`src/rtl/pwm_pkg.sv`:
```
// Shared defaults and helpers for the PWM generator.
// Used by pwm_prescaler and pwm_gen.
package pwm_pkg;

    localparam int PWM_WIDTH_DEF    = 8;
    localparam int PWM_PRESCALE_DEF = 1;

    // System clocks in one full PWM period.
    function automatic int unsigned pwm_period(
        input int unsigned width,
        input int unsigned prescale
    );
        return prescale * (32'd1 << width);
    endfunction

    // Prescaler counter width; never below one bit.
    function automatic int unsigned pwm_pre_width(
        input int unsigned prescale
    );
        return (prescale <= 1) ? 1 : $clog2(prescale);
    endfunction

endpackage

```
`src/rtl/pwm_prescaler.sv`:
```
// Clock-enable generator: one tick every PRESCALE system clocks.
// PRESCALE=1 ticks on every cycle.
module pwm_prescaler
    import pwm_pkg::*;
#(
    parameter int PRESCALE = PWM_PRESCALE_DEF
) (
    input  logic CLK,
    input  logic RST_N,
    output logic tick
);

    localparam int PW = pwm_pre_width(PRESCALE);
    localparam logic [PW-1:0] LAST = PW'(PRESCALE - 1);

    logic [PW-1:0] pre_q;
    logic [PW-1:0] pre_d;

    assign tick = (pre_q == LAST);

    always_comb begin
        pre_d = pre_q + 1'b1;
        if (tick) begin
            pre_d = '0;
        end
    end

    always_ff @(posedge CLK or negedge RST_N) begin
        if (!RST_N) begin
            pre_q <= '0;
        end else begin
            pre_q <= pre_d;
        end
    end

endmodule

```
`src/rtl/pwm_gen.sv`:
```
// Single-channel PWM: free-running counter compared against duty.
// Define PWM_DUTY_SHADOW_EN to latch duty only at period start.
module pwm_gen
    import pwm_pkg::*;
#(
    parameter int WIDTH    = PWM_WIDTH_DEF,
    parameter int PRESCALE = PWM_PRESCALE_DEF
) (
    input  logic             CLK,
    input  logic             RST_N,
    input  logic [WIDTH-1:0] duty,
    output logic             pwmOut
);

    logic             tick;
    logic             wrap;
    logic [WIDTH-1:0] cnt_q;
    logic [WIDTH-1:0] cnt_d;
    logic [WIDTH-1:0] duty_eff;
    logic             pwm_q;
    logic             pwm_d;

    pwm_prescaler #(
        .PRESCALE(PRESCALE)
    ) u_pre (
        .CLK  (CLK),
        .RST_N(RST_N),
        .tick (tick)
    );

    assign wrap = tick && (cnt_q == {WIDTH{1'b1}});

    always_comb begin
        cnt_d = cnt_q;
        if (tick) begin
            cnt_d = cnt_q + 1'b1;
        end
    end

`ifdef PWM_DUTY_SHADOW_EN
    logic [WIDTH-1:0] shadow_q;
    logic [WIDTH-1:0] shadow_d;

    // Reload only as the counter rolls to 0 so each period is one clean pulse.
    always_comb begin
        shadow_d = shadow_q;
        if (wrap) begin
            shadow_d = duty;
        end
    end

    always_ff @(posedge CLK or negedge RST_N) begin
        if (!RST_N) begin
            shadow_q <= '0;
        end else begin
            shadow_q <= shadow_d;
        end
    end

    assign duty_eff = shadow_q;
`else
    logic unused_wrap;

    assign unused_wrap = wrap;
    assign duty_eff    = duty;
`endif

    assign pwm_d = (cnt_q < duty_eff);

    always_ff @(posedge CLK or negedge RST_N) begin
        if (!RST_N) begin
            cnt_q <= '0;
            pwm_q <= 1'b0;
        end else begin
            cnt_q <= cnt_d;
            pwm_q <= pwm_d;
        end
    end

    assign pwmOut = pwm_q;

endmodule

```
`config.mk`:
```
export PLATFORM = sky130hd
export DESIGN_NAME = pwm_gen
export DESIGN_NICKNAME = d
export VERILOG_FILES = /design/src/rtl/pwm_pkg.sv /design/src/rtl/pwm_prescaler.sv /design/src/rtl/pwm_gen.sv
export SDC_FILE = /design/constraint.sdc
export NUM_CORES = 1
export LEC_CHECK = 0
export BUFFER_PORTS_ARGS = -buffer_cell sky130_fd_sc_hd__buf_2
export CAP_MARGIN = 5
export CELL_PAD_IN_SITES_DETAIL_PLACEMENT = 1
export CELL_PAD_IN_SITES_GLOBAL_PLACEMENT = 2
export CORE_MARGIN = 8
export CORE_UTILIZATION = 33
export CTS_BUF_LIST = sky130_fd_sc_hd__clkbuf_16
export CTS_CLUSTER_DIAMETER = 200
export DETAILED_ROUTE_END_ITERATION = 8
export HOLD_SLACK_MARGIN = 0.12
export PLACE_DENSITY_LB_ADDON = 0.1
export RECOVER_POWER = 25
export SLEW_MARGIN = 20
export SYNTH_ARGS = -nofsm -noshare
export SYNTH_HDL_FRONTEND = slang
export SYNTH_SLANG_ARGS = --single-unit
```
`constraint.sdc`:
```
create_clock -name CLK -period 2.3 [get_ports CLK]
set_input_delay 0.345 -clock CLK [delete_from_list [all_inputs] [get_ports CLK]]
set_output_delay 0.345 -clock CLK [all_outputs]
set_load 0.1 [all_outputs]
```
==> impl_results.md, run 1 <==
* Mean instance size in the synthesized netlist at 10.11 um^2
* Synth-to-layout area growth at 30.58%
* Cell at the slowest stage of the critical path: sky130_fd_sc_hd__buf_2
* H-tree depth at 1
* Share of the clock period used by the worst path at 56.67%
* Total power consumption of the routed design at 0.0004971 W
* Reg-to-reg startpoint: cnt_q[2]
* Sequential cell area at 225.2 um^2
* Uppermost layer routed: met4
* Max-cap violations at 0
* Inserted Diodes at 0
* Avg Vias per Cell at 4.646
* Worst setup startpoint: pwmOut
* DRC violations left at 0
* Top-area cell type share of the netlist area at 43.69%
* Final-report setup violation count at 0
* Leakage Power at 0.3548 nW
* Cell type group with the largest total delay on the critical path: buffers and inverters
* Critical path's largest stage delay at 0.41 ns
* Most common flop cell mapped by yosys: sky130_fd_sc_hd__dfrtp_1
* Floorplan die height at 55.53 um
* Maximum number of pins on one net before global-route repair at 10
* Final antenna-violating net count at 0
* HP Start: cnt_q[7]
* Standard cell core area at 0.001489 mm^2
* Crit path capture type: output port
* WL met3 at 72 um
* Number of nets in the synthesized netlist at 69
* Top fanout value on the critical path at 1
* Critical Path AT at 0.96 ns
* Clock network latency to the later pin of the worst-skew pair at 0.24 ns
* Worst Max-Slew Pin Slew at 0.5194 ns
* Outcome: complete, no violations
* Num CTS Buffers at 3
* RSZ-0062 raised after global routing: false
* Effective utilization at floorplan at 34.62%
* Commonest cells in the netlist: sky130_fd_sc_hd__dfrtp_1 (9), sky130_fd_sc_hd__ha_1 (8), sky130_fd_sc_hd__inv_1 (8)
* Clock period minus final worst setup slack at 1.304 ns
* Post-synth ARST share at 100.0%
* Setup tns final at 0 ns
* Number of sinks handled by clock tree synthesis at 9
* Worst setup skew after layout at 0.004284 ns
* Dominant cell by count in the synthesized netlist: sky130_fd_sc_hd__dfrtp_1
* Crit Reg-Reg Endpoint: pwmOut
* Last element of the critical path: pwmOut
* CTS clk-pin slew, worst paths at 0.04 ns
* Category of the worst setup path launch point: flip-flop
* Total Routing Usage GR at 7.994%
* Number of register bits inferred by synthesis at 9
* Worst Path Buf+Inv at 1
* Number of flops mapped to enable cells by yosys at 0
* Cts repair resizes at 0
* Met1 WL at 483 um
* Biggest area contributors in the synthesized netlist: sky130_fd_sc_hd__dfrtp_1 (44%), sky130_fd_sc_hd__ha_1 (19%), sky130_fd_sc_hd__inv_1 (5.8%), sky130_fd_sc_hd__xnor2_1 (5.1%), sky130_fd_sc_hd__xor2_1 (5.1%)
* Net count of the finished layout at 85
* P per Cell Area at 738.5 mW/mm^2
* Count of different cell masters after synthesis at 15
* Cell type with the highest aggregate area in the netlist: sky130_fd_sc_hd__dfrtp_1
* Overall via count from detail_route at 381
* Die ar. at 0.003083 mm^2
* Data required time of the worst path at 1.96 ns
* TritonCTS clock tree: done
* Max IR drop VDD at 0.3413 mV
* Final WL at 1.078 mm
* Share of cells above drive strength 1 at 21.21%
* Initial DRC count at 1
* Die Width at 55.53 um
* Detailed Routing Iterations Pass 1 at 2
* CP Depth at 1
* Multi-input gate area in the final layout at 260.3 um^2
* Synthesized area at 515.5 um^2
* Bufs on Longest Clock Path at 2
* Hold Fails Final Rpt at 0
* Type of the tightest min-delay check: flip-flop to flip-flop
* Maximum operating frequency at 767.2 MHz
* First-pass GRT wire length at 1.966 mm
* Critical path class: flip-flop to output port
* Count of final max-slew check failures at 0
* Max transition margin at 65.38%
* Wire length per cell at 13.15 um
* Placed wire-length estimate at 853.8 um
* Worst-case reg-to-reg path depth at 4
* Flop-to-flop setup slack at 1.02 ns
* Register area share after synthesis at 43.69%
* Number of rows created at floorplan at 14
* Cell-by-cell listing of the critical path: buf_2
* Via count of the first global-routing pass at 442
* Final estimated routing congestion in global placement at 0.6819
* Ports placed on the boundary at 11
* Remaining global-route overflow at 0
* Count of input and output buffers at 10
* Antenna violations before repair at 0
* Syn Inst Count at 51
* Routed wl met2 at 513 um
* CTS Root Cell: sky130_fd_sc_hd__clkbuf_16
* Yosys synthesis warning count at 0
* Fillers at 183
area by class of cell:
class                           instances  share of cell area, %
Inverter                                8                  4.461
Timing Repair Buffer                   11                  8.736
Clock buffer                            3                  11.15
Tap cell                               16                  2.974
Multi-Input combinational cell         34                  38.66
Clock inverter                          1                 0.5576
Sequential cell                         9                  33.46
cells in the final DEF, fill, tap and decap left out, drive strengths merged, types with 3 or more instances in the layout:
cell type / netlist / final
inv: 8 / 9
dfrtp: 9 / 9
buf: 0 / 9
ha: 8 / 8
nand3: 5 / 5
nand2: 4 / 4
a21oi: 4 / 4
clkbuf: 0 / 4
xor2: 3 / 3
xnor2: 3 / 3
sequential cells by signal, indices dropped and copies added (netlist names):
register and cells:
cnt_q 8, pwmOut 1
worst min path at each step:
stage                           to  slack (ns)  depth (start not counted)
final                     cnt_q[7]        0.47                          1
after global placement    cnt_q[4]        0.22                          1
after floorplan           cnt_q[0]        0.05                          0
after global routing      cnt_q[7]        0.51                          1
after CTS                 cnt_q[7]        0.48                          1
after detailed placement    pwmOut        0.22                          1
kinds of logic (layout without fill, tap and decap cells):
logic type / Yosys count / count (layout) / synth area share [%]
DFF: 9 / 9 / 43.69
AOI/OAI and AO/OA: 6 / 6 / 6.310
adders and majority gates: 8 / 8 / 19.42
and+or+nand+nor: 14 / 14 / 14.56
buffers and inverters: 8 / 23 / 5.825
xor gates and xnor gates: 6 / 6 / 10.20
metrics by stage:
| stage | std cells | hold WS (ns) | worst slack (ns) | cell area, um^2 | util, % |
|---|---|---|---|---|---|
| after global placement | 77 | 0.2174 | 1.051 | 585.6 | 39.33 |
| after global routing | 82 | 0.5085 | 0.9576 | 673.1 | 45.21 |
| after floorplan | 51 | 0.04941 | 1.072 | 515.5 | - |
| after CTS | 82 | 0.4819 | 0.9867 | 674.4 | 45.29 |
| final | 82 | 0.4735 | 0.9965 | 673.1 | 45.21 |
| after detailed placement | 77 | 0.2190 | 1.030 | 585.6 | 39.33 |
per-layer routing:
metal,global-route usage [%],vias up
met3,4.795,2
li1,-,198
met5,0,-
met4,3.169,0
met1,8.268,173
met2,12.82,8
power by group:
| group | total, W | switching (W) | internal (W) | leakage, nW |
|---|---|---|---|---|
| registers | 0.000160 | 0.000000181 | 0.000160 | 0.107 |
| logic | 0.0000336 | 0.0000209 | 0.0000127 | 0.205 |
| clock network | 0.000303 | 0.0000760 | 0.000227 | 0.0423 |
| total | 0.000497 | 0.0000971 | 0.000400 | 0.355 |
timing repair:
item | CTS | global route
setup buffers | 0 | 0
hold buffers | 1 | 0
endpoints found under the hold margin | 9 | 0
Note: power is estimated with default switching activity, not from simulation.
==> run 2: changes to the inputs <==
--- a/config.mk
+++ b/config.mk
@@ -10,7 +10,7 @@
 export CELL_PAD_IN_SITES_DETAIL_PLACEMENT = 1
 export CELL_PAD_IN_SITES_GLOBAL_PLACEMENT = 2
 export CORE_MARGIN = 8
-export CORE_UTILIZATION = 33
+export CORE_UTILIZATION = 28
 export CTS_BUF_LIST = sky130_fd_sc_hd__clkbuf_16
 export CTS_CLUSTER_DIAMETER = 200
 export DETAILED_ROUTE_END_ITERATION = 8
==> constraint.sdc (replaced) <==
create_clock -name CLK -period 1.18 [get_ports CLK]
set_input_delay 0.177 -clock CLK [delete_from_list [all_inputs] [get_ports CLK]]
set_output_delay 0.177 -clock CLK [all_outputs]
set_load 0.1 [all_outputs]
==> impl_results.md, run 2 (synthesis gave the netlist of run 1 again) <==
* Outcome: complete, no violations
* CTS clk-pin slew, worst paths at 0.04 ns (about the same)
* Worst Max-Slew Pin Slew at 0.5077 ns (-0.01170 ns)
* First-pass GRT wire length at 2.007 mm (+2.1%)
* Count of final max-slew check failures at 0 (unchanged)
* Sequential group share of total power at 32.2% (about the same)
* Worst Path Buf+Inv at 0 (-1)
* Final antenna-violating net count at 0 (unchanged)
* Cell-by-cell listing of the critical path: ha_1 > a21oi_2 > o211ai_1 > a21oi_1
* Share of cells above drive strength 1 at 34.72% (+14 points)
* Number of flip-flops under the largest register name at 8 (unchanged)
* Avg Vias per Cell at 4.237 (-8.8%)
* Net count of the finished layout at 91 (+7.1%)
* Data required time of the worst path at 1.34 ns (-0.62 ns)
* Leading cell types in the layout, fill and taps excluded: sky130_fd_sc_hd__inv_1 (9), sky130_fd_sc_hd__dfrtp_1 (9), sky130_fd_sc_hd__buf_2 (8)
* Inserted Diodes at 0 (unchanged)
* Detailed Routing Iterations Pass 1 at 3 (+1)
* Maximum number of pins on one net before global-route repair at 10 (unchanged)
* Worst setup skew after layout at 0.001290 ns (-0.002994 ns)
* Via count of the first global-routing pass at 477 (+7.9%)
* Count of input and output buffers at 10 (unchanged)
* Number of rows created at floorplan at 15 (+1)
* Effective utilization at floorplan at 29.86% (-4.8 points)
* Max transition margin at 66.16% (+0.78 points)
* Category of the worst setup path launch point: flip-flop
* Ports placed on the boundary at 11 (unchanged)
* Switching share of power at 19.06% (-0.47 points)
* TritonCTS clock tree: done
* Clock period minus final worst setup slack at 1.126 ns
* DRC violations left at 0 (unchanged)
* Leakage Power at 0.4096 nW (+15%)
* P per Cell Area at 1244 mW/mm^2 (+68%)
* Final-report setup violation count at 0 (unchanged)
* Num CTS Buffers at 3 (unchanged)
* Hold Fails Final Rpt at 0 (unchanged)
* CTS Root Cell: sky130_fd_sc_hd__clkbuf_16
* Bufs on Longest Clock Path at 2 (unchanged)
* Overall via count from detail_route at 411 (+7.9%)
* Total Routing Usage GR at 7.856% (-0.14 points)
* Share of the clock period used by the worst path at 95.39%
* Switch Pwr at 0.0001858 W (+91%)
* Standard cell core area at 0.001727 mm^2 (+16%)
* Wire length per cell at 12.10 um (-7.9%)
* Final WL at 1.174 mm (+8.9%)
* Worst slack on hold paths at 0.3974 ns (-0.07613 ns)
* Antenna violations before repair at 0 (unchanged)
* Floorplan die height at 58.91 um (+6.1%)
* Initial DRC count at 2 (+1)
* Number of sinks handled by clock tree synthesis at 9 (unchanged)
* Uppermost layer routed: met3
* Final estimated routing congestion in global placement at 0.6837 (+0.26%)
* Maximum operating frequency at 888.4 MHz
* WL met3 at 79 um (+9.7%)
* Placed wire-length estimate at 951.6 um (+11%)
* Clock network latency to the later pin of the worst-skew pair at 0.23 ns (about the same)
* Cell at the slowest stage of the critical path: sky130_fd_sc_hd__dfrtp_1
* Internal Power at 0.0007888 W (+97%)
* Max IR drop VDD at 0.9797 mV (+190%)
* Combinational share of power at 8.1% (+1.3 points)
* Top fanout value on the critical path at 2 (+1)
* RSZ-0062 raised after global routing: false
* Largest reg by FF count: cnt_q
* Die ar. at 0.003470 mm^2 (+13%)
* Routed wl met2 at 601 um (+17%)
* Cell type group with the largest total delay on the critical path: flip-flops
* Post-placement cell area at 649.4 um^2 (+11%)
* Clock network fraction of design power at 59.7% (-1.3 points)
* Synth-to-layout area growth at 51.94%
* Critical path's largest stage delay at 0.37 ns (-0.04 ns)
* H-tree depth at 1 (unchanged)
* Die Width at 58.91 um (+6.1%)
* Met1 WL at 493 um (+2.1%)
* Non-Filler Cell Area, Final at 783.3 um^2 (+16%)
* Critical path class: flip-flop to flip-flop
* Flop-to-flop setup slack at 0.05 ns (-0.97 ns)
* Critical Path AT at 1.28 ns (+0.32 ns)
* Type of the tightest min-delay check: primary input to flip-flop
* Max-cap violations at 0 (unchanged)
* Crit path capture type: flip-flop
* Remaining global-route overflow at 0 (unchanged)
==> run 2: changes by cell type in the layout (fill, tap and decap cells not counted), sizes merged <==
cell,before,now
buf,9,15
==> run 2: area by class of cell <==
class / count / area, um^2
clock inverter: 1 / 3.754
fill: 205 / 943.4
clock buffer: 3 / 75.07
sequential: 9 / 225.2
inverter: 8 / 30.03
multi-input combinational: 34 / 299.0
tap: 25 / 31.28
timing repair buffer: 17 / 118.9
==> run 2: tightest hold or removal path, stage by stage <==
cell and delay, ns:
sky130_fd_sc_hd__buf_2 0.07, sky130_fd_sc_hd__nor2b_1 0.11, sky130_fd_sc_hd__o21ai_1 0.10, sky130_fd_sc_hd__a21oi_1 0.13
==> run 2: path summary, 6_finish.rpt <==
kind,cells past startpoint,from,endpoint
worst max-delay path,4,cnt_q[4],pwmOut
max in group asynchronous,2,RST_N,cnt_q[0]
worst max register to register,4,cnt_q[4],pwmOut
worst min-delay path,4,duty[0],pwmOut
worst min register to register,1,cnt_q[0],cnt_q[0]
min in group asynchronous,2,RST_N,pwmOut
==> run 2: power groups by stage <==
| stage | Sequential (W) | Clock [W] | Combinational, W |
|---|---|---|---|
| detailed placement | 0.000318 | 0 | 0.0000723 |
| CTS | 0.000314 | 0.000597 | 0.0000770 |
| floorplan | 0.000332 | 0 | 0.0000212 |
| global route | 0.000314 | 0.000615 | 0.0000892 |
| finish | 0.000314 | 0.000582 | 0.0000788 |
| global placement | 0.000318 | 0 | 0.0000709 |
==> run 2: repair_timing <==
| action | in CTS | in global routing |
|---|---|---|
| cloned | 0 | 0 |
| endpoints found under the hold margin | 9 | 0 |
| pin swaps | 0 | 5 |
| resized for setup | 1 | 6 |
| hold buffers | 1 | 0 |
| setup endpoints to repair | 1 | 2 |
| buffers inserted | 1 | 0 |
==> run 2: layer usage <==
metal  up-vias  GRT usage (%)
li1        209              -
met1       192          7.865
met2        10          13.08
met3         0          4.565
met4         0          3.072
met5         -              0
==> run 2: metrics by stage <==
step	TNS, ns	setup slack (ns)	instances	utilization (%)	power [W]
after global routing	0	0.002955	97	45.36	0.001018
after CTS	0	0.002933	97	43.91	0.0009878
after floorplan	0	0.08149	51	-	0.0003536
final	0	0.05442	97	45.36	0.0009746
after detailed placement	-0.009398	-0.009398	91	37.61	0.0003906
after global placement	0	0.01200	91	37.61	0.0003889
==> run 3: changes to the inputs <==
--- a/config.mk
+++ b/config.mk
@@ -9,6 +9,7 @@
 export CAP_MARGIN = 5
 export CELL_PAD_IN_SITES_DETAIL_PLACEMENT = 1
 export CELL_PAD_IN_SITES_GLOBAL_PLACEMENT = 2
+export CORE_ASPECT_RATIO = 0.9
 export CORE_MARGIN = 8
 export CORE_UTILIZATION = 28
 export CTS_BUF_LIST = sky130_fd_sc_hd__clkbuf_16
==> impl_results.md, run 3 (synthesis gave the netlist of run 1 again) <==
* Category of the worst setup path launch point: flip-flop
* Max-cap violations at 0 (unchanged)
* Die ar. at 0.003472 mm^2 (about the same)
* Avg Vias per Cell at 4.402 (+3.9%)
* Floorplan die height at 56.71 um (-3.7%)
* First-pass GRT wire length at 2.063 mm (+2.8%)
* H-tree depth at 1 (unchanged)
* Number of rows created at floorplan at 14 (-1)
* Largest reg by FF count: cnt_q
* Placed wire-length estimate at 897.1 um (-5.7%)
* Leakage Power at 0.3970 nW (-3.1%)
* Max transition margin at 67.04% (+0.88 points)
* Hold Fails Final Rpt at 0 (unchanged)
* Remaining global-route overflow at 0 (unchanged)
* Share of the clock period used by the worst path at 96.86% (+1.5 points)
* Final-report setup violation count at 0 (unchanged)
* Bufs on Longest Clock Path at 2 (unchanged)
* RSZ-0062 raised after global routing: false
* Number of flip-flops under the largest register name at 8 (unchanged)
* TritonCTS clock tree: done
* Leading cell types in the layout, fill and taps excluded: sky130_fd_sc_hd__inv_1 (9), sky130_fd_sc_hd__dfrtp_1 (9), sky130_fd_sc_hd__buf_2 (8)
* Antenna violations before repair at 0 (unchanged)
* Ports placed on the boundary at 11 (unchanged)
* Worst setup skew after layout at 0.001247 ns (-0.00004308 ns)
* Data required time of the worst path at 1.29 ns (-0.05 ns)
* Effective utilization at floorplan at 30.34% (+0.48 points)
* Total Routing Usage GR at 8.092% (+0.24 points)
* Top fanout value on the critical path at 3 (+1)
* Count of final max-slew check failures at 0 (unchanged)
* Critical Path AT at 1.25 ns (-0.03 ns)
* Type of the tightest min-delay check: primary input to flip-flop
* Worst Max-Slew Pin Slew at 0.4944 ns (-0.01326 ns)
* Final WL at 1.245 mm (+6.0%)
* Maximum number of pins on one net before global-route repair at 10 (unchanged)
* Net count of the finished layout at 92 (+1.1%)
* Wire length per cell at 12.84 um (+6.0%)
* Max IR drop VDD at 0.9752 mV (-0.46%)
* Detailed Routing Iterations Pass 1 at 2 (-1)
* Num CTS Buffers at 3 (unchanged)
* Initial DRC count at 3 (+1)
* Maximum operating frequency at 874.9 MHz (-1.5%)
* Clock network latency to the later pin of the worst-skew pair at 0.23 ns (about the same)
* Synth-to-layout area growth at 53.64%
* P per Cell Area at 1238 mW/mm^2 (-0.54%)
* Crit path capture type: flip-flop
* Number of sinks handled by clock tree synthesis at 9 (unchanged)
* Sequential cell area at 225.2 um^2 (unchanged)
* Share of cells above drive strength 1 at 34.25% (-0.48 points)
* Setup tns final at 0 ns (unchanged)
* Final estimated routing congestion in global placement at 0.7036 (+2.9%)
* Overall via count from detail_route at 427 (+3.9%)
* Critical path class: flip-flop to flip-flop
* Standard cell core area at 0.001699 mm^2 (-1.6%)
* Clock period minus final worst setup slack at 1.143 ns (+0.01736 ns)
* Outcome: complete, no violations
* Via count of the first global-routing pass at 434 (-9.0%)
* Fillers at 206 (+0.49%)
* DRC violations left at 0 (unchanged)
* Multi-input gate area in the final layout at 301.5 um^2 (+0.84%)
* Inserted Diodes at 0 (unchanged)
* Die Width at 61.23 um (+3.9%)
* CTS Root Cell: sky130_fd_sc_hd__clkbuf_16
* CTS clk-pin slew, worst paths at 0.04 ns (about the same)
* Final antenna-violating net count at 0 (unchanged)
* Count of input and output buffers at 10 (unchanged)
* Post-route non-filler standard cell count at 97 (unchanged)
* DP Cell Count at 90 (-1.1%)
## run 3: final timing paths
check	startpoint	cells past startpoint	to	slack [ns]
worst min register to register	cnt_q[0]	1	cnt_q[0]	0.49
worst max-delay path	cnt_q[7]	4	pwmOut	0.04
min in group asynchronous	RST_N	2	cnt_q[0]	0.43
worst max register to register	cnt_q[7]	4	pwmOut	0.04
max in group asynchronous	RST_N	2	cnt_q[2]	0.42
worst min-delay path	duty[0]	4	pwmOut	0.41
## run 3: per-layer routing
metal | part of all wire, % | global-route usage (%)
met3 | 7.1 | 3.182
met2 | 50 | 12.54
met4 | 1.6 | 4.983
met1 | 41 | 8.824
met5 | 0 | 0
## run 3: stage by stage
step                      hold WS, ns  utilization, %  area [um^2]  total power [W]  setup slack (ns)
after detailed placement      0.03649           38.14        648.1        0.0003901        0.00007272
after CTS                      0.3372           44.11        749.5        0.0009987          0.006537
after global routing           0.4500           46.61        792.0         0.001021         0.0006470
final                          0.4060           46.61        792.0        0.0009802           0.03706
after floorplan               -0.1186               -        515.5        0.0003536           0.08149
after global placement        0.04343           38.14        648.1        0.0003886           0.05113
## run 3: final cells by class
type	count	area share, %
multi-input combinational	34	38.07
sequential	9	28.44
timing repair buffer	18	15.96
clock buffer	3	9.479
inverter	8	3.791
tap	24	3.791
clock inverter	1	0.4739
## run 3: worst max-delay path, stage by stage (launching register included)
cell	delay (ns)
sky130_fd_sc_hd__dfrtp_1	0.40
sky130_fd_sc_hd__ha_4	0.29
sky130_fd_sc_hd__nand3_1	0.10
sky130_fd_sc_hd__o211ai_1	0.17
sky130_fd_sc_hd__a21oi_1	0.06
## run 3: what timing repair did
item	4_1_cts	5_1_grt
pin swaps	0	1
endpoints found under the setup margin	1	1
hold endpoints to repair	9	0
hold buffers	1	0
cloned	0	0
resized for setup	2	3
setup buffers	0	2
## run 3: power by group
group          internal, W  switching (W)  leakage [nW]  total [W]
logic            0.0000363      0.0000443         0.248  0.0000807
registers         0.000312     0.00000210         0.107   0.000314
clock network     0.000442       0.000143        0.0423   0.000585
total             0.000791       0.000189         0.397   0.000980
